==> config.mk <==
export PLATFORM = sky130hd
export DESIGN_NAME = writeback
export DESIGN_NICKNAME = d
export VERILOG_FILES = /design/src/rtl/writeback.sv
export SDC_FILE = /design/constraint.sdc
export NUM_CORES = 1
export LEC_CHECK = 0
export CORE_MARGIN = 10
export CORE_UTILIZATION = 44
export CTS_CLUSTER_DIAMETER = 40
export DETAILED_ROUTE_END_ITERATION = 12
export PLACE_DENSITY = 0.81
export SETUP_SLACK_MARGIN = 0.3
export SLEW_MARGIN = 20
export SYNTH_ARGS = -nofsm -noshare
export SYNTH_HDL_FRONTEND = slang
export SYNTH_SLANG_ARGS = --single-unit
export TNS_END_PERCENT = 1
==> constraint.sdc <==
create_clock -name clk_wb -period 2.3 [get_ports clk_wb]
set_clock_uncertainty 0.15 [all_clocks]
set_input_delay 0.46 -clock clk_wb [delete_from_list [all_inputs] [get_ports clk_wb]]
set_output_delay 0.46 -clock clk_wb [all_outputs]
set_load 0.1 [all_outputs]
==> src/rtl/writeback.sv <==
// Writeback stage: commits execute-stage results to the register file and
// drives a memory write request/acknowledge transaction with a timeout.
module writeback #(
    parameter int unsigned MEM_TIMEOUT = 255
) (
    input  logic        clk_wb,
    input  logic        n_reset,
    input  logic        ex_valid,
    output logic        ex_ready,
    input  logic        reg_we,
    input  logic        mem_we,
    input  logic [7:0]  reg_id,
    input  logic [31:0] reg_val,
    input  logic [31:0] mem_addr,
    input  logic [31:0] mem_val,
    output logic        rf_we,
    output logic [7:0]  rf_id,
    output logic [31:0] rf_val,
    output logic        mem_req,
    output logic [31:0] mem_req_addr,
    output logic [31:0] mem_req_data,
    input  logic        mem_ack,
    output logic [31:0] wb_count,
    output logic        wb_error
);

    typedef enum logic [1:0] {
        IDLE,
        COMMIT,
        MEM_WAIT,
        ERROR
    } state_t;

    localparam logic [7:0] TIMEOUT_LIMIT = 8'(MEM_TIMEOUT);

    state_t      state;
    logic        pend_mem;
    logic [7:0]  timer;

    // Outputs are loaded on the accepting edge so they are valid throughout
    // COMMIT; ex_ready is a registered copy of "next state is IDLE" so it
    // stays low while reset is held and rises one edge after release.
    always_ff @(posedge clk_wb or negedge n_reset) begin
        if (!n_reset) begin
            state        <= IDLE;
            ex_ready     <= 1'b0;
            pend_mem     <= 1'b0;
            timer        <= 8'd0;
            rf_we        <= 1'b0;
            rf_id        <= 8'd0;
            rf_val       <= 32'd0;
            mem_req      <= 1'b0;
            mem_req_addr <= 32'd0;
            mem_req_data <= 32'd0;
            wb_count     <= 32'd0;
            wb_error     <= 1'b0;
        end else begin
            rf_we <= 1'b0;
            case (state)
                IDLE: begin
                    ex_ready <= 1'b1;
                    if (ex_valid) begin
                        state    <= COMMIT;
                        ex_ready <= 1'b0;
                        pend_mem <= mem_we;
                        rf_we    <= reg_we;
                        if (reg_we) begin
                            rf_id  <= reg_id;
                            rf_val <= reg_val;
                        end
                        if (mem_we) begin
                            mem_req      <= 1'b1;
                            mem_req_addr <= mem_addr;
                            mem_req_data <= mem_val;
                        end
                    end
                end
                COMMIT: begin
                    if (pend_mem && !mem_ack) begin
                        timer <= 8'd1;
                        state <= MEM_WAIT;
                    end else begin
                        mem_req  <= 1'b0;
                        wb_count <= wb_count + 32'd1;
                        ex_ready <= 1'b1;
                        state    <= IDLE;
                    end
                end
                MEM_WAIT: begin
                    // An acknowledge on the timeout edge still retires the bundle.
                    if (mem_ack) begin
                        mem_req  <= 1'b0;
                        wb_count <= wb_count + 32'd1;
                        ex_ready <= 1'b1;
                        state    <= IDLE;
                    end else if (timer == TIMEOUT_LIMIT) begin
                        mem_req  <= 1'b0;
                        wb_error <= 1'b1;
                        state    <= ERROR;
                    end else begin
                        timer <= timer + 8'd1;
                    end
                end
                ERROR: begin
                    mem_req  <= 1'b0;
                    ex_ready <= 1'b0;
                end
            endcase
        end
    end

endmodule
### Word-level counts from Yosys, hierarchy flattened

Index checks and enable logic that the tools add are counted.

* register bits: 151
* input port bits: 110
* logic and storage cells: 65

* add/sub/neg operators: 2
* equal/unequal tests: 12
* multiplexer cells: 24
* bitwise gates (word level): 1
* reduce and logical (&&, ||, !) cells: 14

Operators with widths (number)
* $mux W32: 2
* $pmux W32 S2: 1
* $add A32 B1 Y32 const B: 1
* $mux W8: 3
* $pmux W8 S2: 1
* $reduce_and A3 Y1: 5
* $ne A2 B2 Y1 const B: 7
* $mux W1: 10
* $add A8 B1 Y8 const B: 1
* $eq A8 B8 Y1 const B: 1
* $mux W2: 4
* $pmux W1 S4: 2
* $reduce_and A4 Y1: 2
* $pmux W2 S3: 1
* $eq A2 B2 Y1 const B: 2
* $reduce_and A2 Y1: 2
* $ne A3 B3 Y1 const B: 1
* $reduce_bool A3 Y1: 1
* $eq A2 B1 Y1 const B: 1
* $logic_not A2 Y1: 1
* $reduce_bool A2 Y1: 1
* $logic_and A1 B1 Y1: 1
* $logic_not A1 Y1: 1
* $not A1 Y1: 1

### Depth between registers and ports, before layout

Gate-level depths: netlist of the first run.

* depth in word-level cells: 4
* gate-level depth with buffers: 6
* gate-level depth less buffers: 6

### Least setup slack after synthesis of the first run

OpenSTA, ideal clock, no wires.

* path kind: register to register
* start: register wb_count[0]
* end: register wb_count[26]
* setup time: 0.163 ns
* arrival time: 2.052 ns
* required time: 1.987 ns
* setup slack: -0.066 ns
* stages on the path, launching flop included: 6
* path buffers: 0
* clock period less this slack: 2.366 ns
* cell sequence: dfrtp_1 -> ha_1 -> and3_1 -> o211ai_1 -> nor4_1 -> xor2_1

* longest elaborated chain between the ends: 3
* elaborated cells on any way between the ends: 4
* classes of those cells: 1 x add/sub; 3 x mux

Ends and longest elaborated chain
* start: declaration: RTL line 23 `output logic [31:0] wb_count,`
* start signal: assignment: RTL line 84 `wb_count <= wb_count + 32'd1;`
* start signal: assignment: RTL line 93 `wb_count <= wb_count + 32'd1;`
* $add A32 B1 Y32 (*): RTL line 84, 93
* $mux W32 (on tied branches): RTL line 91, 79
* $pmux W32 S2 (*): RTL line 59 `case (state)`

Mark *: on every way between the ends. The rest lies on a longest branch, timed or not. The select of a mux whose other input is x is not followed.
A chain may end at the register's enable or synchronous reset.

### Worst setup path after layout of the first run

* start: register state[1]
* end: register wb_count[25]

* longest elaborated chain between the ends: 3
* elaborated cells on any way between the ends: 7
* classes of those cells: 4 x eq/ne; 1 x mux; 2 x reduce/logical

Ends and longest elaborated chain
* start: declaration: RTL line 36 `state_t state;`
* start signal: assignment: RTL line 45 `state <= IDLE;`
* start signal: assignment: RTL line 63 `state <= COMMIT;`
* start signal: assignment: RTL line 81 `state <= MEM_WAIT;`
* $eq A2 B1 Y1 / $eq A2 B2 Y1 (equally long branches): RTL line 59
* $ne A2 B2 Y1 (no line) / $reduce_bool A2 Y1 (equally long branches)
* $reduce_and A3 Y1 (no line)

Parallel ways exist; a longest one is shown, timed or not.

==> reports/metrics.yaml, run 1 <==
drive_gt1_share_pct: 45.23
crit_type: "flip-flop to flip-flop"
port_buffers: 249
clk_latency_ns: 0.42
htreeDepth: 4
rsz0062_at_grt: "true"
max_clock_freq_ghz: 0.4995
hold_path_depth: 1
io_pins: 250
min_to: "wb_count[31]$_DFFE_PN0P_"
reg2reg_slack_ns: 0.30
gp_congestion: 0.8908
syn_avg_cell_area_um2: 13.54
seq_area_frac_synth_pct: 60.16
crit_arrival_ns: 2.15
rr_startpoint: "state[1]$_DFFE_PN0P_"
synth_seq_cells: 151
start_util_pct: 45.07
vias: 4796
grt_max_degree: 72
drv_slew: 0
setup_viol_count_final: 0
worstPathRequired_ns: 2.45
slew_headroom_pct: 64.08
r2r_cells: 7
clk_pin_slew_worst_paths_ns: 0.06
synth_cells: 464
final_nets: 849
synthSimpleGateAreaFrac_pct: 9.761
overflow: 0
syn_area_um2: 6281
holdCritPathClass: "flip-flop to flip-flop"
synth.top_cell.area_share_pct: 60.16
dieArea_um2: 19450
start_kind: "flip-flop"
cts-root-buf: "clkbuf_16"
yosys-top-cells-area: "dfrtp_1 60%, mux2_2 19%, xor2_1 2.2%"
grt_pass1_vias: 5295
synth-compound-area-share_pct: 3.805
yosys.cell_types.count: 48
synthMuxAreaShare_pct: 18.98
synth_xor_area_share_pct: 4.323
min_period_over_period_pct: 87.05
setup.worst_path.end_class: "flip-flop"
drv_cap: 0
ant_nets: 0
cts_tree: "built"
worstMarginPinSlew_ns: 0.5344
setup_tns_ns: 0
wl_mm: 18.62
fp-row-count: 43
synth_fp_nets: 581
dp_hpwl_mm: 14.12
synth_top_family_by_area: "multiplexers"
fp.dieW_um: 139.5
drt_pass1_iterations: 4
grt_usage_pct: 18.81
grt_pass1_wl_mm: 29.30
drc: 0
die_height_um: 139.5
dr.first_iter.drc_count: 295
antenna_found_initial: 0
crit_fanout: 8
detail_route.wl_per_cell_um: 20.13
clk_path_buf_depth: 2
ys.flop_type: "dfrtp_1"
yosys.area.top_type: "dfrtp_1"
async_flop_share_pct: 100.0
antenna_cells: 0
via_per_inst: 5.185
synth-edff-count: 0
cts_buffers: 17
finalHoldViolCount: 0
cts_num_sinks: 151
min_from: "wb_count[31]$_DFFE_PN0P_"
ys_warn_count: 0
r2r_end: "wb_count[25]$_DFFE_PN0P_"
outcome: "finished, final reports clean"
synthAdderAreaFrac_pct: 1.394
synthToLayoutAreaGrowth_pct: 51.51
core_area_um2: 13930
min_period_ns: 2.002
## routing by layer
metal | global-route usage [%] | routed length [µm] | vias up
met2 | 30.68 | 9089 | 207
li1 | - | - | 2201
met3 | 10.31 | 2151 | 27
met4 | 6.370 | 353 | 0
met1 | 20.32 | 7022 | 2361
met5 | 0 | 0 | -
## what timing repair did
action / 4_1_cts / 5_1_grt
resized for setup: 2 / 13
hold buffers: 1 / 0
endpoints found under the hold margin: 33 / 0
pin swaps: 1 / 1
setup endpoints to repair: 13 / 33
setup buffers: 1 / 2
## cells by family after synthesis
group / Yosys count
simple gates: 112
xor+xnor: 31
buf+inv: 23
mux: 106
compound gates: 34
fa+ha+maj: 7
flops: 151
## worst max path at each step
stage | startpoint | endpoint | slack, ns | depth (start not counted)
finish | state[1]$_DFFE_PN0P_ | wb_count[25]$_DFFE_PN0P_ | 0.30 | 7
global route | state[1]$_DFFE_PN0P_ | wb_count[14]$_DFFE_PN0P_ | 0.19 | 8
detailed placement | mem_ack | wb_count[19]$_DFFE_PN0P_ | 0.09 | 5
CTS | state[0]$_DFFE_PN0P_ | wb_count[19]$_DFFE_PN0P_ | 0.18 | 7
global placement | mem_ack | wb_count[14]$_DFFE_PN0P_ | 0.15 | 5
floorplan | wb_count[21]$_DFFE_PN0P_ | wb_count[30]$_DFFE_PN0P_ | 0.30 | 4
## final cells by class
class                      count  area [µm²]
clock buffer                  24       481.7
clock inverter                 8       143.9
fill                         983        4418
inverter                       7       26.28
multi-input combinational    290        2502
sequential                   151        3821
tap                          180       225.2
timing repair buffer         265        2316
## worst max-delay path: stages (launching register included)
cell,delay (ns)
dfrtp_1,0.40
inv_1,0.12
ha_2,0.21
a21oi_2,0.16
buf_4,0.16
o21a_1,0.33
nand4_1,0.18
xnor2_1,0.16
## synth_stat cells (6+ instances only)
cell type	count
xor2_1	16
dfrtp_1	151
inv_1	7
o21ai_0	6
ha_1	7
a21oi_1	7
and4_1	6
and3_1	7
nor3_1	9
buf_2	6
nand2_1	29
nor2_1	10
xnor2_1	15
nand3_1	14
nor4_1	8
nand4_1	16
mux2_2	104
## flip-flops by register name, indices dropped and copies added (netlist names)
name and cells:
mem_req_addr 32, mem_req_data 32, rf_val 32, wb_count 32
rf_id 8, timer 8, state 2, ex_ready 1
mem_req 1, pend_mem 1, rf_we 1, wb_error 1
## stage by stage
stage / worst slack [ns] / hold slack, ns / cells / area [µm²] / utilization, %
CTS: 0.1803 / 0.3282 / 923 / 9425 / 67.64
global placement: 0.1488 / 0.2240 / 889 / 8770 / 62.93
finish: 0.2979 / 0.3219 / 925 / 9517 / 68.29
detailed placement: 0.09433 / 0.2286 / 889 / 8770 / 62.93
global route: 0.1930 / 0.3489 / 925 / 9517 / 68.29
floorplan: 0.2972 / 0.01441 / 464 / 6324 / -
## placed cells by master (no fill, tap or decap), drive strengths merged, types with 2 or more instances in the layout
cell           netlist  routed
buf                 11     156
dfrtp              151     151
clkdlybuf4s50        0     108
mux2               105     105
nand2               30      30
clkbuf               5      24
nand4               17      17
xor2                16      16
xnor2               15      15
nand3               14      14
nor2                10      10
nor3                 9       9
nor4                 9       9
a21oi                8       8
and3                 7       7
inv                  7       7
o21ai                7       7
ha                   7       7
and4                 6       6
nand2b               4       4
bufinv               0       4
clkinv               0       4
o211ai               3       3
a21o                 3       3
or2                  3       3
o21a                 2       2
a2111oi              2       2
Power of run 1 is left out: the tool's default activity adds up to more than one toggle a clock period on the data nets, which glitch-free logic cannot reach.
==> inputs of run 2 (changes only) <==
Settings changed: ABC_CLOCK_PERIOD_IN_PS set to 2300, CTS_BUF_LIST set to sky130_fd_sc_hd__clkbuf_16.
==> reports/metrics.yaml, run 2 (synthesis results as in run 1) <==
slew_headroom_pct: 63.64
grt_pass1_vias: 5298
setup_viol_count_final: 0
ant_nets: 0
fp-row-count: 43
critical-path-max-stage-delay_ns: 0.40
synthToLayoutAreaGrowth_pct: 51.04
grt_pass1_wl_mm: 29.33
final_cell_mix: "151 x buf_4, 123 x dfrtp_1, 108 x clkdlybuf4s50_1"
antenna_found_initial: 0
cts-root-buf: "clkbuf_16"
r2r_end: "wb_count[27]$_DFFE_PN0P_"
dp_hpwl_mm: 14.12
port_buffers: 249
start_kind: "flip-flop"
met3_length_mm: 2.151
detail_route.wl_per_cell_um: 20.12
start_util_pct: 45.07
critPathTopFamily: "compound AO/OA/AOI/OAI gates"
layout_commonest_cell: "buf_4"
min_period_ns: 2.000
outcome: "finished, final reports clean"
die_height_um: 139.5
critPathLaunch: "state[1]$_DFFE_PN0P_"
worstPathRequired_ns: 2.45
final_nets: 849
regArea_um2: 3821
setup.worst_path.end_class: "flip-flop"
fin_area_um2: 9487
antenna_cells: 0
htreeDepth: 4
holdCritPathClass: "flip-flop to flip-flop"
grt_usage_pct: 18.82
crit_type: "flip-flop to flip-flop"
placed_area_um2: 8770
min_period_over_period_pct: 86.96
via_per_inst: 5.191
cts_tree: "built"
worst-path-buf-inv: 2
place_inst: 889
finalHoldViolCount: 0
crit_slowest_cell: "dfrtp_1"
worstMarginPinSlew_ns: 0.5409
clk_latency_ns: 0.42
reg2reg_slack_ns: 0.30
core_area_um2: 13930
cts_num_sinks: 151
dieArea_um2: 19450
met1Wirelength_mm: 6.993
overflow: 0
io_pins: 250
wl_mm: 18.61
clk_path_buf_depth: 2
dr.first_iter.drc_count: 290
highest_layer: "met4"
vias: 4802
cp-endpoint: "wb_count[27]$_DFFE_PN0P_"
crit_arrival_ns: 2.15
setup_tns_ns: 0
drc: 0
fp.dieW_um: 139.5
cts_buffers: 17
crit_fanout: 8
path_depth: 7
drv_slew: 0
gp_congestion: 0.8908
final_util_pct: 68.08
instances_no_fill: 925
rsz0062_at_grt: "true"
multi_input_area_um2: 2502
clk_pin_slew_worst_paths_ns: 0.06
n_fill_cell: 991
drt_pass1_iterations: 4
grt_max_degree: 72
drive_gt1_share_pct: 44.83
max_clock_freq_ghz: 0.5000
cp_cell_sequence: "inv_1, ha_2, a21oi_2, buf_4, o21a_1, nand4_1, xnor2_1"
r2r_cells: 7
drv_cap: 0
rr_startpoint: "state[1]$_DFFE_PN0P_"
route.met2.wl_mm: 9.129
==> run 2: cell types whose count changed in the layout (fill, tap and decap cells not counted) <==
cell / delta
clkbuf_1: -4
clkbuf_8: -3
inv_1: +4
clkinv_1: +3
==> run 2: through the flow <==
step                      worst slack [ns]  hold WS [ns]
after floorplan                     0.2972       0.01441
after global placement              0.1488        0.2240
after detailed placement           0.09433        0.2286
after CTS                           0.1781        0.3283
after global routing                0.1915        0.3491
final                               0.2999        0.3219
==> run 2: layer usage <==
metal  vias to the layer above  track usage [%]
li1                       2200                -
met1                      2372            20.39
met2                       203            30.63
met3                        27            10.31
met4                         0            6.370
met5                         -                0
==> run 2: what timing repair did <==
item	CTS	global route
buffers inserted	1	2
setup endpoints to repair	13	33
pin swaps	1	1
hold buffers	1	0
endpoints found under the hold margin	33	0
gates resized for setup	2	13
==> run 2: final cells by class <==
| class | instances | share of cell area (%) |
|---|---|---|
| flip-flops and latches | 151 | 40.28 |
| clock buffers | 17 | 4.484 |
| repair buffers | 265 | 24.41 |
| multi-input cells | 290 | 26.38 |
| well taps | 180 | 2.374 |
| clock inverters | 15 | 1.794 |
| inverters | 7 | 0.2770 |
==> run 2: worst min path at each step <==
stage / depth (start not counted) / slack, ns / startpoint / end
after floorplan: 0 / 0.01 / n_reset / ex_ready$_DFFE_PN0P_
after global placement: 1 / 0.22 / n_reset / mem_req_addr[15]$_DFFE_PN0P_
after detailed placement: 1 / 0.23 / n_reset / mem_req_data[23]$_DFFE_PN0P_
after CTS: 1 / 0.33 / wb_count[31]$_DFFE_PN0P_ / wb_count[31]$_DFFE_PN0P_
after global routing: 1 / 0.35 / wb_count[31]$_DFFE_PN0P_ / wb_count[31]$_DFFE_PN0P_
final: 1 / 0.32 / wb_count[31]$_DFFE_PN0P_ / wb_count[31]$_DFFE_PN0P_
Power of run 2 is left out for the same reason.
